## config.mk

```make
export PLATFORM = sky130hd
export DESIGN_NAME = chr_latch_bank_unit
export DESIGN_NICKNAME = d
export VERILOG_FILES = /design/src/rtl/chr_latch_bank_unit.sv
export SDC_FILE = /design/constraint.sdc
export NUM_CORES = 1
export LEC_CHECK = 0
export ABC_CLOCK_PERIOD_IN_PS = 1800
export BUFFER_PORTS_ARGS = -buffer_cell sky130_fd_sc_hd__buf_2
export CAP_MARGIN = 15
export CORE_MARGIN = 4
export CORE_UTILIZATION = 40
export CTS_CLUSTER_SIZE = 10
export DETAILED_ROUTE_END_ITERATION = 12
export SKIP_CTS_REPAIR_TIMING = 1
export SYNTH_ARGS = -nofsm -noshare
export SYNTH_HDL_FRONTEND = slang
export SYNTH_SLANG_ARGS = --single-unit
export TNS_END_PERCENT = 1
```

## constraint.sdc

```tcl
create_clock -name clk -period 1.8 [get_ports clk]
set_input_delay 0.09 -clock clk [delete_from_list [all_inputs] [get_ports clk]]
set_output_delay 0.09 -clock clk [all_outputs]
set_load 0.01 [all_outputs]
```

## src/rtl/chr_latch_bank_unit.sv

```systemverilog
// PPU-snooping CHR latch engine (MMC2/MMC4 style) with N latch states per pattern-table half.
// Optional per-channel trigger counters: define CHR_LATCH_TRIG_CNT_EN.
module chr_latch_bank_unit #(
  parameter int         STATES    = 2,
  parameter int         BANK_W    = 5,
  parameter logic [7:0] TILE_BASE = 8'hFD
) (
  input  logic                          clk,
  input  logic                          rst,
  input  logic                          ppu_oe,
  input  logic [13:0]                   ppu_addr,
  input  logic                          exact_mode,
  input  logic                          bank_we,
  input  logic [$clog2(2*STATES)-1:0]   bank_idx,
  input  logic [BANK_W-1:0]             bank_di,
  input  logic                          sst_we,
  input  logic [7:0]                    sst_di,
  output logic [7:0]                    sst_do,
  output logic [3:0]                    latch_q,
  output logic [BANK_W-1:0]             chr_bank
`ifdef CHR_LATCH_TRIG_CNT_EN
  ,
  output logic [15:0]                   trig_cnt
`endif
);

  localparam int NBANK = 2 * STATES;

  logic [3:0]        oe_st_q, oe_st_d;
  logic [13:0]       cap_addr_q, cap_addr_d;
  logic [1:0]        state_q [2];
  logic [1:0]        state_d [2];
  logic [BANK_W-1:0] bank_q [NBANK];
  logic [BANK_W-1:0] bank_d [NBANK];

  logic       fall_det, rise_det;
  logic       trig_hit;
  logic [1:0] trig_k;
  logic       trig_ch;
  logic       addr_ok;
  logic       sst_unused;

  assign sst_unused = ^sst_di[7:4];

  function automatic logic [1:0] clamp_st(input logic [1:0] v);
    if (int'(v) > STATES - 1) return 2'(STATES - 1);
    return v;
  endfunction

  assign fall_det = (oe_st_q == 4'b1000);
  assign rise_det = (oe_st_q == 4'b0001);

  always_comb begin
    oe_st_d    = {oe_st_q[2:0], ppu_oe};
    cap_addr_d = fall_det ? ppu_addr : cap_addr_q;
  end

  // ch0 in exact mode only accepts the first byte of the high bitplane
  always_comb begin
    trig_hit = 1'b0;
    trig_k   = 2'd0;
    trig_ch  = cap_addr_q[12];
    addr_ok  = rise_det && !cap_addr_q[13] && cap_addr_q[3] &&
               (!(exact_mode && !cap_addr_q[12]) || (cap_addr_q[2:0] == 3'd0));
    for (int k = 0; k < STATES; k++) begin
      if (addr_ok && (cap_addr_q[11:4] == 8'(TILE_BASE + 8'(k)))) begin
        trig_hit = 1'b1;
        trig_k   = 2'(k);
      end
    end
  end

  always_comb begin
    state_d[0] = state_q[0];
    state_d[1] = state_q[1];
    if (sst_we) begin
      state_d[0] = clamp_st(sst_di[1:0]);
      state_d[1] = clamp_st(sst_di[3:2]);
    end else if (trig_hit) begin
      state_d[trig_ch] = trig_k;
    end
  end

  always_comb begin
    for (int i = 0; i < NBANK; i++) begin
      bank_d[i] = bank_q[i];
      if (bank_we && (int'(bank_idx) == i)) bank_d[i] = bank_di;
    end
  end

  always_ff @(posedge clk or posedge rst) begin
    if (rst) begin
      oe_st_q    <= 4'b1111;
      cap_addr_q <= 14'd0;
      state_q[0] <= 2'd0;
      state_q[1] <= 2'd0;
      for (int i = 0; i < NBANK; i++) bank_q[i] <= '0;
    end else begin
      oe_st_q    <= oe_st_d;
      cap_addr_q <= cap_addr_d;
      state_q[0] <= state_d[0];
      state_q[1] <= state_d[1];
      for (int i = 0; i < NBANK; i++) bank_q[i] <= bank_d[i];
    end
  end

  always_comb begin
    int sel;
    sel      = (ppu_addr[12] ? STATES : 0) + int'(state_q[ppu_addr[12]]);
    chr_bank = '0;
    for (int i = 0; i < NBANK; i++) begin
      if (sel == i) chr_bank = bank_q[i];
    end
  end

  assign latch_q = {state_q[1], state_q[0]};
  assign sst_do  = {4'd0, state_q[1], state_q[0]};

`ifdef CHR_LATCH_TRIG_CNT_EN
  logic [7:0] cnt_q [2];
  logic [7:0] cnt_d [2];

  always_comb begin
    cnt_d[0] = cnt_q[0];
    cnt_d[1] = cnt_q[1];
    if (sst_we) begin
      cnt_d[0] = 8'd0;
      cnt_d[1] = 8'd0;
    end else if (trig_hit && (cnt_q[trig_ch] != 8'hFF)) begin
      cnt_d[trig_ch] = cnt_q[trig_ch] + 8'd1;
    end
  end

  always_ff @(posedge clk or posedge rst) begin
    if (rst) begin
      cnt_q[0] <= 8'd0;
      cnt_q[1] <= 8'd0;
    end else begin
      cnt_q[0] <= cnt_d[0];
      cnt_q[1] <= cnt_d[1];
    end
  end

  assign trig_cnt = {cnt_q[1], cnt_q[0]};
`endif

endmodule

```

==> flow_summary.ini, run 1 <==
[clocking]
htreeDepth = 2
cts.reportedPaths.clkPinSlew_ps = 80
cts_tree = done
clock_sinks = 42
clock_latency_ps = 290
cts-buffers-inserted = 5
clock-root-buffer = clkbuf_8
clk_path_buf_depth = 2

[routing]
wire_per_inst_um = 15.57
num_vias = 1250
remaining_drc_errors = 0
first_pass_iters = 4
postRouteAntennaNets = 0
finalWirelength_um = 3814
vias_per_cell = 5.102
drt_iter0_markers = 35

[outcome]
status = complete, but fails checks
violations = negative setup slack

[pwr]
max-vdd-ir-drop_v = 0.0004231
leakage_nw = 1.053
p_per_area_nw_per_um2 = 951.4
power_mw = 2.238

[finish]
multiInputGateArea_um2 = 819.5
mostFrequentLayoutCell = buf_2
post-route-util_pct = 50.13
area_growth_syn_to_layout_pct = 21.84
finalNetCount = 226
nFillCells = 441
regArea_um2 = 1057
antenna_cells = 0
drive_gt1_share_pct = 49.21
final_cell_mix = buf_2, dfrtp_1, mux2_1, mux2_2, buf_4

[logic_synthesis]
synthesis.area_um2 = 1931
yosysWarnings = 0
avgSynthCellArea_um2 = 14.30
syn-instance-count = 135
synth.distinct_cells = 32
seq_area_frac_synth_pct = 54.70
ys_ff_latch = 42

[place]
port-buffer-count = 43
dp_hpwl_um = 2919
globalplace.congestion = 0.8002

[critical_path]
r2r_end = latch_q[2]
reg2reg_slack_ps = 200
worstSetupStartpointType = flip-flop
crit_type = reg2out
arrival_ps = 1900
cp.required_ps = 1710
r2r_cells = 4
cp_max_fo = 4
reg2reg_from = cap_addr_q[13]
crit_path_start = latch_q[1]
crit_path_end_kind = primary output

[global_route]
grt_pass1_wl_um = 6465
antenna_found_initial = 0
grt_max_degree = 43
overflow = 0
grt_pass1_vias = 1343
grt_usage_pct = 13.86

[timing]
slew_violations = 0
finalSetupViolations = 5
maxSlewHeadroom_pct = 65.69
hold_slack_ps = 15.39
worst_pin_slew_ps = 514.7
tns_ps = -762.7
timing.clock.skew_ps = 5.132
rsz0062_at_grt = true
min_period_ps = 1987
fin_crit_sh_pct = 110.4
fin_ws_ps = -186.5
hold_violations = 0
max_freq_mhz = 503.4

[die]
initial_core_util_pct = 41.15
rows = 25
core_area_um2 = 4692
dieArea_um2 = 6002
dieHeight_um = 77.48
die_w_um = 77.48
ios = 52

[hold_path]
holdPathEnd = cap_addr_q[5]
hold_depth = 2
hold_class = in2reg
min-delay-start = ppu_addr[5]

[job]
maxCapViolations = 0
state kept, by name, summed over array words and instances (netlist names):
register and count:
latch_q 4, oe_st_q 4, cap_addr_q 14, bank_q 20
metal layers:
metal	track usage, %	wire length [um]	vias up
li1	-	-	592
met1	15.38	1557	619
met2	25.13	1999	34
met3	4.408	208	5
met4	4.270	48	0
met5	0	0	-
critical path, stage by stage (launching register included):
cell	delay (ps)
dfrtp_1	400
inv_2	70
o21ai_2	70
ha_4	310
mux4_2	490
nor2b_1	140
buf_2	130
worst max path at each step:
stage / end / slack, ps / depth (start not counted)
floorplan: chr_bank[1] / 80 / 5
global placement: chr_bank[1] / -40 / 6
detailed placement: chr_bank[3] / -80 / 6
CTS: chr_bank[3] / -410 / 6
global route: chr_bank[2] / -270 / 6
finish: chr_bank[3] / -190 / 6
cells by family (layout without fill, tap and decap cells):
logic type | Yosys count | count (layout) | share of synthesized area (%)
flip-flops | 42 | 42 | 54.70
multiplexers | 40 | 40 | 26.38
AND/OR/NAND/NOR | 26 | 26 | 9.332
buffers and inverters | 13 | 66 | 4.277
adder cells (fa/ha/maj) | 1 | 1 | 0.6480
XOR/XNOR | 1 | 1 | 0.4537
other | 1 | 4 | 0.1942
AO/OA/AOI/OAI | 11 | 11 | 4.018
through the flow:
| stage | area [um2] | setup slack [ps] | cells |
|---|---|---|---|
| 6_report | 2352 | -186.5 | 245 |
| 4_1_cts | 2296 | -406.0 | 241 |
| 2_1_floorplan | 1942 | 79.45 | 138 |
| 3_3_place_gp | 2213 | -41.66 | 233 |
| 5_1_grt | 2352 | -266.3 | 245 |
| 3_5_place_dp | 2213 | -75.30 | 233 |
Yosys cell counts:
library cell / number / share of area, %
o41ai_2: 1 / 0.84
a21oi_1: 2 / 0.52
buf_4: 9 / 3.5
mux4_2: 5 / 5.8
nor3b_1: 2 / 0.78
or3_1: 1 / 0.32
inv_1: 3 / 0.58
conb_1: 1 / 0.19
dfstp_2: 4 / 5.4
nor4_1: 1 / 0.32
nand3b_1: 3 / 1.2
o2bb2ai_1: 1 / 0.45
nor4b_2: 1 / 0.78
or4_4: 1 / 0.58
nand3_1: 2 / 0.52
o21ai_0: 4 / 1.0
xor2_1: 1 / 0.45
dfrtp_1: 38 / 49
nand2_1: 3 / 0.58
ha_1: 1 / 0.65
nor3b_2: 1 / 0.65
nor3_2: 1 / 0.52
clkbuf_1: 1 / 0.19
mux2i_2: 1 / 0.71
nor2_1: 1 / 0.19
mux2_1: 19 / 11
mux2_2: 15 / 8.7
nor2b_1: 5 / 1.6
o21ai_1: 1 / 0.26
nand2b_1: 2 / 0.65
nand4_1: 2 / 0.65
a311oi_1: 2 / 0.91
final cells by class:
class                           instances  area share [%]
Tap cell                               54           2.872
Multi-Input combinational cell         83           34.84
Sequential cell                        42           44.95
Clock buffer                            6           3.085
Timing Repair Buffer                   55           13.35
Inverter                                3          0.4787
Clock inverter                          2          0.4255
power breakdown:
part           total (mW)  switching [mW]  internal, mW
Combinational       0.451           0.187         0.263
Sequential           1.21           0.101          1.11
Clock               0.574           0.306         0.269
(Power assumes the default switching activity.)
==> run 2: changes to the inputs <==
--- a/config.mk
+++ b/config.mk
@@ -5,7 +5,7 @@
 export SDC_FILE = /design/constraint.sdc
 export NUM_CORES = 1
 export LEC_CHECK = 0
-export ABC_CLOCK_PERIOD_IN_PS = 1800
+export ABC_CLOCK_PERIOD_IN_PS = 2400
 export BUFFER_PORTS_ARGS = -buffer_cell sky130_fd_sc_hd__buf_2
 export CAP_MARGIN = 15
 export CORE_MARGIN = 4
==> constraint.sdc (replaced) <==
create_clock -name clk -period 2.4 [get_ports clk]
set_input_delay 0.12 -clock clk [delete_from_list [all_inputs] [get_ports clk]]
set_output_delay 0.12 -clock clk [all_outputs]
set_load 0.01 [all_outputs]
==> flow_summary.ini, run 2 (same netlist as run 1, synthesis figures left out) <==
[outcome]
status = complete, but fails checks
violations = negative hold slack

[global_route]
grt_pass1_wl_um = 6555
overflow = 0
grt_usage_pct = 13.96
grt_pass1_vias = 1341
grt_max_degree = 43
antenna_found_initial = 0

[place]
pre_cts_ws_ps = 414.5
placed_cell_area_um2 = 2168
post-place-cells = 227
globalplace.congestion = 0.7577
port-buffer-count = 43
dp_hpwl_um = 2813

[timing]
hold_violations = 38
timing.clock.skew_ps = 6.286
fin_ws_ps = 193.8
tns_ps = 0
hold_slack_ps = -50.32
rsz0062_at_grt = false
finalSetupViolations = 0
maxSlewHeadroom_pct = 64.93
slew_violations = 0
max_freq_mhz = 453.3
min_period_ps = 2206
worst_pin_slew_ps = 526.0
fin_crit_sh_pct = 91.93

[clocking]
cts.reportedPaths.clkPinSlew_ps = 80
clk_path_buf_depth = 2
cts-buffers-inserted = 5
htreeDepth = 2
cts_tree = done
clock-root-buffer = clkbuf_8
clock_sinks = 42
clock_latency_ps = 290

[finish]
largest_reg_flops = 20
reg.largest.list = bank_q: 20 flops, cap_addr_q: 14 flops
area_growth_syn_to_layout_pct = 18.47
top_register = bank_q
final_cell_mix = buf_2, dfrtp_1, mux2_1, mux2_2
post-route-util_pct = 48.75
drive_gt1_share_pct = 45.05
antenna_cells = 0
finalNetCount = 217
finalNonFillerCells = 236
fin_area_um2 = 2287
mostFrequentLayoutCell = buf_2

[pwr]
power_mw = 1.772
p_per_area_nw_per_um2 = 774.9
leakage_nw = 1.013
max-vdd-ir-drop_v = 0.0005274

[critical_path]
critPathBufInv = 2
cp_max_fo = 5
cp.required_ps = 2280
crit_family = multiplexers
cpPeakStageDelay_ps = 510
r2r_cells = 4
arrival_ps = 2090
crit_slowest_cell = mux4_2
r2r_end = latch_q[2]
crit_path_start = latch_q[1]
reg2reg_from = cap_addr_q[13]
path_cells = inv_1, o21ai_0, ha_2, mux4_2, nor2b_1, buf_2
worstSetupStartpointType = flip-flop
crit_path_end_kind = primary output
setup.worst_path.end = chr_bank[3]
crit_cells = 6
reg2reg_slack_ps = 810
crit_type = reg2out

[routing]
postRouteAntennaNets = 0
wire_per_inst_um = 15.69
vias_per_cell = 5.148
finalWirelength_um = 3704
first_pass_iters = 3
remaining_drc_errors = 0
num_vias = 1215
drt_iter0_markers = 71

[die]
initial_core_util_pct = 41.15
dieArea_um2 = 6002
ios = 52
dieHeight_um = 77.48
core_area_um2 = 4692
die_w_um = 77.48
rows = 25

[job]
maxCapViolations = 0

[hold_path]
hold_class = in2async
==> run 2: where the power goes <==
group / internal, mW / switching, mW / leakage [nW]
Clock: 0.311 / 0.228 / 0.0524
Combinational: 0.188 / 0.135 / 0.464
Sequential: 0.833 / 0.0764 / 0.497
==> run 2: layout make-up <==
| cell class | instances | area [um2] |
|---|---|---|
| timing repair buffer | 46 | 240.2 |
| sequential | 42 | 1056 |
| tap | 54 | 67.56 |
| multi-input combinational | 83 | 805.8 |
| clock inverter | 1 | 30.03 |
| fill | 438 | 2405 |
| inverter | 3 | 11.26 |
| clock buffer | 7 | 76.32 |
==> run 2: how the worst min path moves through the flow <==
stage,to,cells past startpoint
after floorplan,oe_st_q[0],0
after global placement,oe_st_q[0],1
after detailed placement,oe_st_q[0],1
after CTS,oe_st_q[0],1
after global routing,bank_q[5],3
final,bank_q[1],3
==> run 2: worst min-delay path, stage by stage <==
cell,delay (ps)
buf_2,90
inv_1,40
buf_4,430
==> run 2: metal layers <==
layer	part of all wire (%)	vias up	wire [um]	GRT usage, %
met5	0	-	0	0
met4	1.2	0	44	4.270
met3	6.2	5	229	4.872
met2	50	31	1869	23.32
met1	42	609	1560	16.94
li1	-	570	-	-
